`src/rtl/rom_load_sequencer.sv`:
```
// rom_load_sequencer: validates the hps_io ioctl ROM download stream, forwards
// accepted bytes to the core's dn_* port and owns the core's active-low reset.
// Optional feature macro: ROM_CHECKSUM_EN (adds a mod-256 byte-sum check).
module rom_load_sequencer #(
  parameter logic [16:0] EXPECTED_LEN = 17'd6656,
  parameter int unsigned RESET_HOLD   = 16,
  parameter logic [7:0]  EXPECTED_SUM = 8'h00
) (
  input  logic        clk_sys,
  input  logic        reset,
  input  logic        user_reset,
  input  logic        ioctl_download,
  input  logic        ioctl_wr,
  input  logic [24:0] ioctl_addr,
  input  logic [7:0]  ioctl_data,
  output logic [16:0] dn_addr,
  output logic [7:0]  dn_data,
  output logic        dn_wr,
  output logic        core_reset_n,
  output logic        rom_ready,
  output logic        load_error
);

  localparam int unsigned HOLD_W = (RESET_HOLD > 1) ? $clog2(RESET_HOLD) : 1;
  localparam logic [HOLD_W-1:0] HOLD_LAST = HOLD_W'(RESET_HOLD - 1);

  typedef enum logic [2:0] {
    S_EMPTY, S_LOAD, S_CHECK, S_HOLD, S_RUN, S_ERROR
  } state_t;

  state_t            state, state_n;
  logic              dl_q;
  logic              dl_rise;
  logic [16:0]       byte_cnt;
  logic [HOLD_W-1:0] hold_cnt;
  logic              bad;
  logic              wr_in_load;
  logic              accept;
  logic              load_ok;

  assign dl_rise    = ioctl_download & ~dl_q;
  assign wr_in_load = (state == S_LOAD) && ioctl_wr;
  assign accept     = wr_in_load && (ioctl_addr == {8'd0, byte_cnt}) &&
                      (byte_cnt < EXPECTED_LEN);

`ifdef ROM_CHECKSUM_EN
  logic [7:0] sum;
  assign load_ok = !bad && (byte_cnt == EXPECTED_LEN) && (sum == EXPECTED_SUM);

  // Running mod-256 sum of accepted bytes, cleared when a new download starts.
  always_ff @(posedge clk_sys or posedge reset) begin
    if (reset)        sum <= '0;
    else if (dl_rise) sum <= '0;
    else if (accept)  sum <= sum + ioctl_data;
  end
`else
  assign load_ok = !bad && (byte_cnt == EXPECTED_LEN);
`endif

  // State register.
  always_ff @(posedge clk_sys or posedge reset) begin
    if (reset) state <= S_EMPTY;
    else       state <= state_n;
  end

  // Next-state logic; a download rising edge overrides every other transition.
  always_comb begin
    state_n = state;
    case (state)
      S_LOAD:  if (!ioctl_download) state_n = S_CHECK;
      S_CHECK: state_n = load_ok ? S_HOLD : S_ERROR;
      S_HOLD:  if (!user_reset && (hold_cnt == HOLD_LAST)) state_n = S_RUN;
      S_RUN:   if (user_reset) state_n = S_HOLD;
      default: state_n = state;
    endcase
    if (dl_rise) state_n = S_LOAD;
  end

  // Download datapath: edge detect, byte acceptance, hold timer.
  always_ff @(posedge clk_sys or posedge reset) begin
    if (reset) begin
      dl_q     <= 1'b0;
      dn_addr  <= '0;
      dn_data  <= '0;
      dn_wr    <= 1'b0;
      byte_cnt <= '0;
      bad      <= 1'b0;
      hold_cnt <= '0;
    end else begin
      dl_q     <= ioctl_download;
      dn_wr    <= 1'b0;
      // Cleared outside HOLD, so HOLD always starts at 0; user_reset restarts it.
      hold_cnt <= (state == S_HOLD && !user_reset) ? hold_cnt + 1'b1 : '0;
      if (dl_rise) begin
        byte_cnt <= '0;
        bad      <= 1'b0;
      end else if (accept) begin
        dn_addr  <= ioctl_addr[16:0];
        dn_data  <= ioctl_data;
        dn_wr    <= 1'b1;
        byte_cnt <= byte_cnt + 17'd1;
      end else if (wr_in_load) begin
        bad      <= 1'b1;
      end
    end
  end

  // Status outputs registered from the next state so they track state exactly.
  always_ff @(posedge clk_sys or posedge reset) begin
    if (reset) begin
      core_reset_n <= 1'b0;
      rom_ready    <= 1'b0;
      load_error   <= 1'b0;
    end else begin
      core_reset_n <= (state_n == S_RUN);
      rom_ready    <= (state_n == S_RUN);
      load_error   <= (state_n == S_ERROR);
    end
  end

endmodule
```
`config.mk`:
```
export PLATFORM = sky130hd
export DESIGN_NAME = rom_load_sequencer
export DESIGN_NICKNAME = d
export VERILOG_FILES = /design/src/rtl/rom_load_sequencer.sv
export SDC_FILE = /design/constraint.sdc
export NUM_CORES = 1
export LEC_CHECK = 0
export BUFFER_PORTS_ARGS = -buffer_cell sky130_fd_sc_hd__buf_2
export CAP_MARGIN = 40
export CORE_MARGIN = 10
export CORE_UTILIZATION = 50
export CTS_BUF_LIST = sky130_fd_sc_hd__clkbuf_4
export CTS_CLUSTER_DIAMETER = 30
export DETAILED_ROUTE_END_ITERATION = 10
export PLACE_DENSITY = 0.72
export SYNTH_ARGS = -nofsm -noshare
export SYNTH_HDL_FRONTEND = slang
export SYNTH_SLANG_ARGS = --single-unit
```
`constraint.sdc`:
```
create_clock -name clk_sys -period 5.8 [get_ports clk_sys]
set_clock_uncertainty 0.15 [all_clocks]
set_input_delay 0.87 -clock clk_sys [delete_from_list [all_inputs] [get_ports clk_sys]]
set_output_delay 0.87 -clock clk_sys [all_outputs]
set_load 0.05 [all_outputs]
```
## After elaboration in Yosys (flattened, before gate mapping)

Index checks and enable logic that the tools add are counted.

| word-level totals | value |
|---|---|
| register bits | 54 |
| input port bits | 38 |
| output and inout bits | 29 |
| word-level logic and storage cells | 52 |

| cells by class | value |
|---|---|
| add/sub/neg operators | 2 |
| multiplexer cells | 14 |
| bitwise logic cells | 3 |
| reductions and logical operators | 12 |
| eq/ne operators | 10 |
| magnitude comparators | 1 |

Operator list:

| kind | count |
|---|---|
| $mux W17 | 2 |
| $eq A25 B17 Y1 | 1 |
| $add A17 B1 Y17 const B | 1 |
| $eq A17 B13 Y1 const B | 1 |
| $lt A17 B13 Y1 const B | 1 |
| $mux W3 | 5 |
| $pmux W3 S4 | 1 |
| $eq A3 B3 Y1 const B | 3 |
| $eq A3 B2 Y1 const B | 2 |
| $logic_and A1 B1 Y1 | 6 |
| $mux W1 | 5 |
| $add A4 B1 Y4 const B | 1 |
| $eq A4 B4 Y1 const B | 1 |
| $mux W4 | 1 |
| $reduce_and A2 Y1 | 2 |
| $reduce_bool A2 Y1 | 2 |
| $eq A3 B1 Y1 const B | 1 |
| $logic_not A1 Y1 | 2 |
| $ne A2 B2 Y1 const B | 1 |
| $not A1 Y1 | 2 |
| $and A1 B1 Y1 | 1 |

## Logic depth before layout (Yosys ltp)

Gate-level depths: netlist of run 1.

| depth | value |
|---|---|
| depth after elaboration | 6 |
| gate-level depth with buffers | 9 |
| gate-level depth less buffers | 6 |

## Worst setup path before layout of run 1

No wires, ideal clock.

| path | value |
|---|---|
| path type | input port to flip-flop |
| start | input ioctl_addr[20] |
| end | register dn_addr[10] |
| cell stages on the path | 8 |
| setup slack | 2.748 ns |
| data required time | 5.525 ns |
| path buffers | 3 |
| library setup time | 0.125 ns |
| arrival time | 2.776 ns |
| path through | nor4_1 -> nand4_2 -> or3_1 -> buf_2 -> or3_1 -> buf_6 -> buf_6 -> mux2_4 |

| on the way | value |
|---|---|
| longest elaborated chain between the ends | 4 |

Ends and longest elaborated chain:

| what | RTL line | RTL |
|---|---|---|
| start: declaration | 14 | `input logic [24:0] ioctl_addr,` |
| $eq A25 B17 Y1 | 43 | `assign accept = wr_in_load && (ioctl_addr == {8'd0, byte_cnt}) &&` |
| $logic_and A1 B1 Y1 (2 in series) | 43 |  |
| $reduce_and A2 Y1 (no line) | n/a |  |
| end signal: assignment | 98 | `dn_addr <= ioctl_addr[16:0];` |
| end: declaration | 16 | `output logic [16:0] dn_addr,` |

Every way passes these cells.
A chain may end at the register's enable or synchronous reset.

## Worst setup path in the final report of run 1

| path | value |
|---|---|
| start | input ioctl_addr[20] |
| end | register dn_addr[5] |

Same word-level chain as after synthesis.

==> results of run 1 <==
==> layer usage <==
layer | part of all wire [%] | GRT usage [%] | vias to the layer above
met4 | 1.4 | 4.489 | 0
met1 | 42 | 17.92 | 991
li1 | - | - | 1027
met2 | 47 | 23.17 | 87
met5 | 0 | 0 | -
met3 | 9.9 | 4.362 | 9
==> how the worst min path moves through the flow <==
stage / startpoint / end / depth (start not counted)
6_report: hold_cnt[0]$_DFF_PP0_ / hold_cnt[0]$_DFF_PP0_ / 1
5_1_grt: hold_cnt[0]$_DFF_PP0_ / hold_cnt[0]$_DFF_PP0_ / 1
4_1_cts: hold_cnt[0]$_DFF_PP0_ / hold_cnt[0]$_DFF_PP0_ / 1
3_5_place_dp: hold_cnt[0]$_DFF_PP0_ / hold_cnt[0]$_DFF_PP0_ / 1
3_3_place_gp: hold_cnt[0]$_DFF_PP0_ / hold_cnt[0]$_DFF_PP0_ / 1
2_1_floorplan: hold_cnt[0]$_DFF_PP0_ / hold_cnt[0]$_DFF_PP0_ / 1
==> layout make-up <==
type	instances	area share (%)
inverters	9	1.042
well taps	72	2.780
flip-flops and latches	54	41.70
multi-input cells	175	40.39
clock inverters	3	2.124
clock buffers	5	1.158
repair buffers	69	10.81
==> per-stage QoR <==
step	worst slack [ns]	cell area [µm²]	power (mW)
after floorplan	2.748	2781	0.5132
after global placement	2.595	3129	0.5465
after detailed placement	2.513	3134	0.5499
after CTS	2.943	3241	0.8042
after global routing	2.780	3241	0.8354
final	2.956	3241	0.7966
==> power groups by stage <==
stage | sequential [mW] | combinational [mW] | clock [mW]
3_3_place_gp | 0.426 | 0.121 | 0
6_report | 0.420 | 0.123 | 0.254
5_1_grt | 0.424 | 0.139 | 0.272
3_5_place_dp | 0.427 | 0.123 | 0
4_1_cts | 0.420 | 0.124 | 0.260
2_1_floorplan | 0.423 | 0.0906 | 0
==> synth_stat cells, types with 6 or more instances <==
cell      number  area share, %
and2_1         9            2.0
nand3_1        9            1.6
inv_1          9            1.2
mux2_4        14            7.6
clkbuf_1      10            1.3
nor2_1        13            1.8
nor3_1         7            1.3
a21oi_1        6            1.1
o21ai_0        7            1.3
mux2_2         8            3.2
nand2_1       13            1.8
nand4_1       13            2.9
nor4_1         6            1.3
dfrtp_1       54             49
xnor2_1       13            4.1
nand2b_1       6            1.3
==> flip-flops by register name, indices dropped and copies added (netlist names) <==
register and cells:
dl_q 1, byte_cnt 17, load_error 1, bad 1, dn_wr 1, hold_cnt 4, state 3, rom_ready 1
dn_data 8, dn_addr 17
==> placed cells by master, fill, tap and decap left out, types with 2 or more instances in the layout <==
| cell type | n |
|---|---|
| mux2_2 | 8 |
| mux2i_1 | 4 |
| or3_1 | 4 |
| a31oi_1 | 4 |
| buf_2 | 67 |
| and3_1 | 2 |
| nand4_1 | 13 |
| nor2b_1 | 4 |
| inv_1 | 8 |
| xor2_1 | 4 |
| buf_4 | 2 |
| clkbuf_4 | 5 |
| ha_1 | 3 |
| and4_1 | 2 |
| and2_1 | 9 |
| nor4_1 | 6 |
| nor2_1 | 13 |
| bufinv_16 | 2 |
| nand3_1 | 9 |
| nand2_1 | 13 |
| dfrtp_1 | 54 |
| or4_1 | 4 |
| xnor2_1 | 13 |
| mux2_4 | 14 |
| o31ai_1 | 3 |
| nand2b_1 | 6 |
| o21ai_0 | 7 |
| nor3_1 | 7 |
| a21oi_1 | 6 |
==> cells by family after synthesis <==
kind of cell | Yosys count
and+or+nand+nor | 99
DFF | 54
AOI/OAI and AO/OA | 30
muxes | 26
buffers and inverters | 25
xor gates and xnor gates | 17
adders and majority gates | 3
==> worst max-delay path, cell delays in order <==
cell and delay (ns):
buf_2 0.09, nor4_1 0.35, nand4_2 0.19, or3_1 0.49, or3_1 0.37, buf_4 0.26, mux2_4 0.34
==> impl_metrics.yaml, run 1 <==
die:
  die_w_um: 94.59
  die_h_um: 94.59
  start_util_pct: 51.14
  core_um2: 5439
  dieArea_um2: 8946
  io_pins: 67
  row_count: 27
power_and_ir_drop:
  p_clk_share_pct: 31.9
  powerDensity_nw_per_um2: 245.8
  power_frac_seq_pct: 52.7
  swShare_pct: 27.64
  cellLeakagePower_nw: 1.668
  total_switching_power_mw: 0.2202
  ir_worst_vdd_uv: 163.5
  combPwrFrac_pct: 15.4
  internal_power_mw: 0.5764
setup_path:
  crit_type: "in2reg"
  rr_startpoint: "state[1]$_DFF_PP0_"
  cp-startpoint: "ioctl_addr[20]"
  rrSetupSlack_ns: 3.02
  start_kind: "input pin"
  r2r_end: "dn_addr[5]$_DFFE_PP0P_"
  worstSetupEndpoint: "dn_addr[5]$_DFFE_PP0P_"
  crit_arrival_ns: 2.98
  required_ns: 5.94
  cp_max_fo: 27
  worstRegToRegCells: 5
  endpoint_kind: "flop"
finish:
  diodes: 0
  layout.nets: 355
  multi_input_area_um2: 1309
  fin_util_pct: 59.58
  regArea_um2: 1351
  drive_above_1_share_pct: 33.33
  syn_to_final_growth_pct: 16.51
  layoutNonFillerInstCount: 387
  fill_cells: 478
sta:
  relSlewSlack_pct: 44.51
  finalSetupViolCount: 0
  fmax_mhz: 351.7
  drv_slew: 0
  period_minus_slack_ns: 2.844
  worst_pin_slew_ns: 0.8212
  rsz0062_at_grt: "false"
  hold_viol: 0
  hold_ws_ns: 0.3298
  timing.setup.tns_ns: 0
  period_share_pct: 49.03
min_path:
  hp-class: "reg2reg"
detailed_routing:
  drt-wirelength-per-cell_um: 15.97
  route.detailed.drc: 0
  drt-initial-drc-count: 177
  routed_wl_mm: 6.182
  postRouteAntennaNets: 0
  vias: 2114
  drt_first_pass_iters: 4
  via_per_inst: 5.463
synth:
  synth_xor_area_share_pct: 5.353
  synth_mux_area_share_pct: 12.24
  async_flop_share_pct: 100.0
  synth_compound_area_share_pct: 7.152
  synth_edf_count: 0
  syn_nets: 295
  syn_area_um2: 2781
  ys_warn_count: 0
  syn_avg_cell_area_um2: 10.95
  synth_flop_cell: "dfrtp_1"
  ys_ff_latch: 54
  synth_cells: 254
  synth-adder-area-share_pct: 1.350
  ys_types: 47
  synth-simple-area-share_pct: 20.96
  synth.yosys.seq_area_share_pct: 48.58
  synth_top_family_by_area: "simple AND/OR/NAND/NOR gates"
clock_network:
  cts_tree: "built"
  cts-root-buf: "clkbuf_4"
  cts-buffers-inserted: 5
  clk-insertion-delay-late_ns: 0.38
  cts_hold_buf: 0
  clk_pin_slew_ns: 0.16
  htree_num_levels: 2
  post-cts-setup-buffers: 0
  cts_resized: 0
  clock_sinks: 54
  clk_path_buf_depth: 2
placement:
  dp_hpwl_mm: 4.690
  dp.cells: 379
  io_buffers: 66
  place.gp.congestion: 0.8647
global_routing:
  antenna_found_initial: 0
  grt_pass1_wl_mm: 10.32
  grt_pass1_vias: 2135
  grt_usage_pct: 14.30
  gr-total-overflow: 0
  grt_max_degree: 55
flow_run:
  cap_viol_max_count: 0
run_status:
  status: "finished clean"
Note: power is estimated with default switching activity, not from simulation.
==> run 2, diff against run 1 <==
--- a/config.mk
+++ b/config.mk
@@ -12,7 +12,7 @@
 export CTS_BUF_LIST = sky130_fd_sc_hd__clkbuf_4
 export CTS_CLUSTER_DIAMETER = 30
 export DETAILED_ROUTE_END_ITERATION = 10
-export PLACE_DENSITY = 0.72
+export PLACE_DENSITY = 0.75
 export SYNTH_ARGS = -nofsm -noshare
 export SYNTH_HDL_FRONTEND = slang
 export SYNTH_SLANG_ARGS = --single-unit
==> constraint.sdc (replaced) <==
create_clock -name clk_sys -period 2.5 [get_ports clk_sys]
set_clock_uncertainty 0.15 [all_clocks]
set_input_delay 0.375 -clock clk_sys [delete_from_list [all_inputs] [get_ports clk_sys]]
set_output_delay 0.375 -clock clk_sys [all_outputs]
set_load 0.05 [all_outputs]
==> run 2 against run 1 <==
Against the previous run: total power grew 110%; core utilization rose by 3.3 points; non-clock buffer count is 26 higher; cell count increased by 6.7%; sequential share of layout area is 2.2 points lower; register-to-register slack worse by 3.0 ns; wire length is 6.7% higher; sequential power is 130% higher; largest power group unchanged.
==> impl_metrics.yaml, run 2 (synthesis results as in run 1) <==
power_and_ir_drop:
  p_clk_share_pct: 22.9
  power_frac_seq_pct: 57.5
  fin_total_pwr_mw: 1.673
  total_switching_power_mw: 0.5152
  cellLeakagePower_nw: 1.783
  ir_worst_vdd_uv: 403.8
  powerDensity_nw_per_um2: 489.0
  swShare_pct: 30.79
  internal_power_mw: 1.158
  combPwrFrac_pct: 19.6
sta:
  relSlewSlack_pct: 66.75
  worst_pin_slew_ns: 0.4980
  rsz0062_at_grt: "true"
  period_minus_slack_ns: 2.431
  period_share_pct: 97.22
  hold_viol: 0
  timing.setup.tns_ns: 0
  drv_slew: 0
  fmax_mhz: 411.4
  finalSetupViolCount: 0
  worst_slack_ns: 0.06945
die:
  core_um2: 5439
  dieArea_um2: 8946
  io_pins: 67
  die_w_um: 94.59
  row_count: 27
  die_h_um: 94.59
  start_util_pct: 51.14
setup_path:
  crit_arrival_ns: 2.56
  cp_top_family: "simple AND/OR/NAND/NOR gates"
  endpoint_kind: "flop"
  worstRegToRegCells: 6
  critPathMaxStageDelay_ns: 0.45
  crit_chain: "nor4_4 > nand4_2 > or3_4 > or3_4 > buf_6 > mux2_4"
  rrSetupSlack_ns: 0.07
  cp_max_fo: 9
  rr_startpoint: "byte_cnt[16]$_DFFE_PP0P_"
  cpMaxStageDelayCell: "dfrtp_1"
  start_kind: "flop"
  cpMostUsedCell: "or3_4"
  r2r_end: "dn_addr[10]$_DFFE_PP0P_"
  path_buf_inv: 1
  crit_type: "reg2reg"
  required_ns: 2.63
clock_network:
  clock_sinks: 54
  cts-buffers-inserted: 5
  htree_num_levels: 2
  clk-insertion-delay-late_ns: 0.38
  clk_path_buf_depth: 2
  cts_tree: "built"
  clk_pin_slew_ns: 0.15
  post-cts-setup-buffers: 0
  cts-root-buf: "clkbuf_4"
finish:
  syn_to_final_growth_pct: 22.99
  layout.nets: 381
  drive_above_1_share_pct: 38.12
  final_common_cell: "buf_2"
  fill_cells: 451
  fin_util_pct: 62.89
  final_cell_mix: "66 x buf_2, 54 x dfrtp_1, 24 x buf_4, 14 x mux2_4"
  diodes: 0
  largestRegisters: "byte_cnt x17, dn_addr x17, dn_data x8"
min_path:
  min_to: "dn_data[7]$_DFFE_PP0P_"
  hp-start: "ioctl_data[7]"
  holdPathStages: 2
  hp-class: "in2reg"
global_routing:
  grt_pass1_vias: 2305
  grt_max_degree: 24
  grt_usage_pct: 15.50
  gr-total-overflow: 0
  antenna_found_initial: 0
  grt_pass1_wl_mm: 11.25
detailed_routing:
  drt_first_pass_iters: 4
  vias: 2252
  postRouteAntennaNets: 0
  via_per_inst: 5.453
  routed_wl_mm: 6.597
  drt-initial-drc-count: 163
  drt-wirelength-per-cell_um: 15.97
  route.detailed.drc: 0
placement:
  dp_hpwl_mm: 5.284
  place.gp.congestion: 0.9805
  io_buffers: 66
  place_ws_ns: -0.04960
run_status:
  status: "finished clean"
flow_run:
  cap_viol_max_count: 0
[run 2: cell count changes in the layout (fill, tap and decap cells not counted)]
cell | previous run | this run
buf_2 | 67 | 66
buf_4 | 2 | 24
buf_6 | 0 | 2
buf_8 | 0 | 1
bufinv_16 | 2 | 0
clkinv_1 | 0 | 1
clkinv_4 | 1 | 2
dlygate4sd3_1 | 0 | 2
or3_1 | 4 | 2
or3_4 | 0 | 2
[run 2: layer usage]
layer	global-route usage, %	routed length [µm]	vias to the layer above
met5	0	0	-
met1	19.14	2810	1088
li1	-	-	1083
met3	4.044	486	9
met2	26.26	3219	72
met4	4.115	81	0
[run 2: cell type report]
cell class,instances,area [µm²],area share [%]
timing repair buffer,95,568.0,16.61
sequential,54,1351,39.50
tap,72,90.09,2.634
clock buffer,5,37.54,1.097
clock inverter,3,21.27,0.6218
multi-input combinational,175,1319,38.55
inverter,9,33.78,0.9876
[run 2: worst max-delay path by stage]
stage	endpoint	startpoint	slack, ns	cells after the start
2_1_floorplan	dn_addr[10]$_DFFE_PP0P_	byte_cnt[13]$_DFFE_PP0P_	-0.04	8
3_3_place_gp	dn_data[7]$_DFFE_PP0P_	ioctl_addr[20]	-0.02	7
3_5_place_dp	dn_addr[5]$_DFFE_PP0P_	ioctl_addr[20]	-0.05	7
4_1_cts	dn_addr[10]$_DFFE_PP0P_	byte_cnt[13]$_DFFE_PP0P_	-0.01	6
5_1_grt	dn_data[1]$_DFFE_PP0P_	byte_cnt[16]$_DFFE_PP0P_	-0.02	6
6_report	dn_addr[10]$_DFFE_PP0P_	byte_cnt[16]$_DFFE_PP0P_	0.07	6
[run 2: metrics by stage]
step	area, µm²	cells	hold WS, ns
final	3421	413	0.06062
after global routing	3421	413	0.03127
after CTS	3396	413	0.04601
after detailed placement	3317	403	0.2848
after global placement	3317	403	0.2826
after floorplan	2789	254	0.2564
[run 2: power by group through the flow]
stage	registers (mW)	clock network (mW)	logic, mW
after CTS	0.961	0.400	0.331
after global placement	0.976	0	0.317
final	0.962	0.383	0.328
after global routing	0.972	0.440	0.370
after detailed placement	0.979	0	0.325
after floorplan	0.981	0	0.210
[run 2: what timing repair did]
action	CTS	global route
pin swaps	0	3
resized for setup	0	6
gates cloned	0	0
hold buffers	2	0
endpoints found under the hold margin	22	0
endpoints found under the setup margin	13	22
==> run 3, diff against run 2 <==
--- a/config.mk
+++ b/config.mk
@@ -12,7 +12,7 @@
 export CTS_BUF_LIST = sky130_fd_sc_hd__clkbuf_4
 export CTS_CLUSTER_DIAMETER = 30
 export DETAILED_ROUTE_END_ITERATION = 10
-export PLACE_DENSITY = 0.75
+export PLACE_DENSITY = 0.78
 export SYNTH_ARGS = -nofsm -noshare
 export SYNTH_HDL_FRONTEND = slang
 export SYNTH_SLANG_ARGS = --single-unit
==> run 3 against run 2 <==
Against the previous run: fmax shrank 0.15%; worst setup slack lost 0.0036 ns; critical path depth is the same; sequential share of layout area shrank 0.67 points; sequential cell count is the same; combinational power grew 1%; largest cell class unchanged.
==> impl_metrics.yaml, run 3 (synthesis results as in run 1) <==
sta:
  worst_slack_ns: 0.06581
  period_share_pct: 97.37
  finalSetupViolCount: 0
  relSlewSlack_pct: 66.02
  period_minus_slack_ns: 2.434
  worst_pin_slew_ns: 0.5090
  fmax_mhz: 410.8
  drv_slew: 0
  rsz0062_at_grt: "false"
  hold_ws_ns: 0.05250
  hold_viol: 0
placement:
  place_ws_ns: -0.07662
  dp_hpwl_mm: 5.442
  place.gp.congestion: 0.9567
  io_buffers: 66
finish:
  largestRegisters: "byte_cnt x17, dn_addr x17, dn_data x8"
  final_cell_mix: "66 x buf_2, 54 x dfrtp_1, 26 x buf_4, 14 x mux2_4"
  fin_util_pct: 63.98
  syn_to_final_growth_pct: 25.10
  fill_cells: 453
  diodes: 0
  final_common_cell: "buf_2"
  drive_above_1_share_pct: 38.95
  layout.nets: 384
die:
  core_um2: 5439
  row_count: 27
  dieArea_um2: 8946
  die_w_um: 94.59
  io_pins: 67
  die_h_um: 94.59
  start_util_pct: 51.14
clock_network:
  htree_num_levels: 2
  clk_pin_slew_ns: 0.17
  clock_sinks: 54
  clk-insertion-delay-late_ns: 0.38
  cts-buffers-inserted: 5
  cts_tree: "built"
  cts-root-buf: "clkbuf_4"
  clk_path_buf_depth: 2
setup_path:
  cp_top_family: "simple AND/OR/NAND/NOR gates"
  worstRegToRegCells: 6
  endpoint_kind: "flop"
  critPathMaxStageDelay_ns: 0.44
  start_kind: "flop"
  worstSetupEndpoint: "dn_data[7]$_DFFE_PP0P_"
  cp_max_fo: 11
  cp-startpoint: "byte_cnt[13]$_DFFE_PP0P_"
  crit_chain: "nor4_4 > nand4_2 > or3_4 > or3_4 > buf_6 > mux2_4"
  crit_type: "reg2reg"
  rr_startpoint: "byte_cnt[13]$_DFFE_PP0P_"
  crit_arrival_ns: 2.58
  r2r_end: "dn_data[7]$_DFFE_PP0P_"
  cpMaxStageDelayCell: "dfrtp_1"
  crit_cells: 6
  rrSetupSlack_ns: 0.07
  required_ns: 2.64
  cpMostUsedCell: "or3_4"
  path_buf_inv: 1
global_routing:
  gr-total-overflow: 0
  grt_usage_pct: 16.00
  grt_pass1_vias: 2399
  grt_max_degree: 33
  grt_pass1_wl_mm: 11.61
  antenna_found_initial: 0
detailed_routing:
  met3_wirelength_um: 627
  drt_first_pass_iters: 5
  wl_met1_mm: 2.886
  route.detailed.drc: 0
  drt-initial-drc-count: 229
  wl_met2_mm: 3.473
  drt-wirelength-per-cell_um: 17.00
  routed_wl_mm: 7.074
  postRouteAntennaNets: 0
  top_layer: "met4"
  vias: 2307
  via_per_inst: 5.546
power_and_ir_drop:
  fin_total_pwr_mw: 1.818
  powerDensity_nw_per_um2: 522.4
  cellLeakagePower_nw: 1.811
  ir_worst_vdd_uv: 243.6
run_status:
  status: "finished clean"
min_path:
  hp-class: "in2reg"
flow_run:
  cap_viol_max_count: 0
-- run 3: cell types whose count changed in the layout (fill, tap and decap cells not counted), sizes merged --
cell / delta
bufinv: +1
inv: +1
buf: +3
clkinv: -3
clkinvlp: +1
-- run 3: through the flow --
stage,cell area (µm²),TNS [ns],cells
floorplan,2789,-0.5235,254
global placement,3329,-0.3948,403
detailed placement,3329,-1.033,403
CTS,3451,0,415
global route,3480,0,416
finish,3480,0,416
-- run 3: metal layers --
layer,track usage [%],up-vias
met1,19.12,1102
met2,27.69,104
met3,4.600,17
met4,3.990,0
met5,0,-
li1,-,1084
-- run 3: cell type report --
type	instances	area, µm²	share of cell area, %
clock buffer	5	37.54	1.079
multi-input combinational	175	1319	37.90
timing repair buffer	98	599.3	17.22
clock inverter	3	48.80	1.402
inverter	9	33.78	0.9709
sequential	54	1351	38.84
tap	72	90.09	2.589
-- run 3: repair_timing --
item / 4_1_cts / 5_1_grt
buffers inserted: 2 / 1
hold endpoints to repair: 23 / 0
endpoints found under the setup margin: 1 / 21
hold buffers: 2 / 0
resized for setup: 0 / 5
pin swaps: 2 / 2
-- run 3: how the worst min path moves through the flow --
stage	startpoint	to	slack (ns)	cells past startpoint
floorplan	ioctl_download	dl_q$_DFF_PP0_	0.26	0
CTS	ioctl_data[3]	dn_data[3]$_DFFE_PP0P_	0.05	2
finish	ioctl_data[3]	dn_data[3]$_DFFE_PP0P_	0.05	2
global placement	reset	dn_data[1]$_DFFE_PP0P_	0.27	2
global route	ioctl_data[3]	dn_data[3]$_DFFE_PP0P_	0.04	2
detailed placement	reset	dn_data[1]$_DFFE_PP0P_	0.29	2
-- run 3: where the power goes --
group | leakage, nW | total, mW | switching (mW) | internal (mW)
sequential | 0.745 | 0.969 | 0.0528 | 0.916
combinational | 1.02 | 0.332 | 0.200 | 0.133
clock | 0.0433 | 0.516 | 0.299 | 0.217
total | 1.81 | 1.82 | 0.551 | 1.27
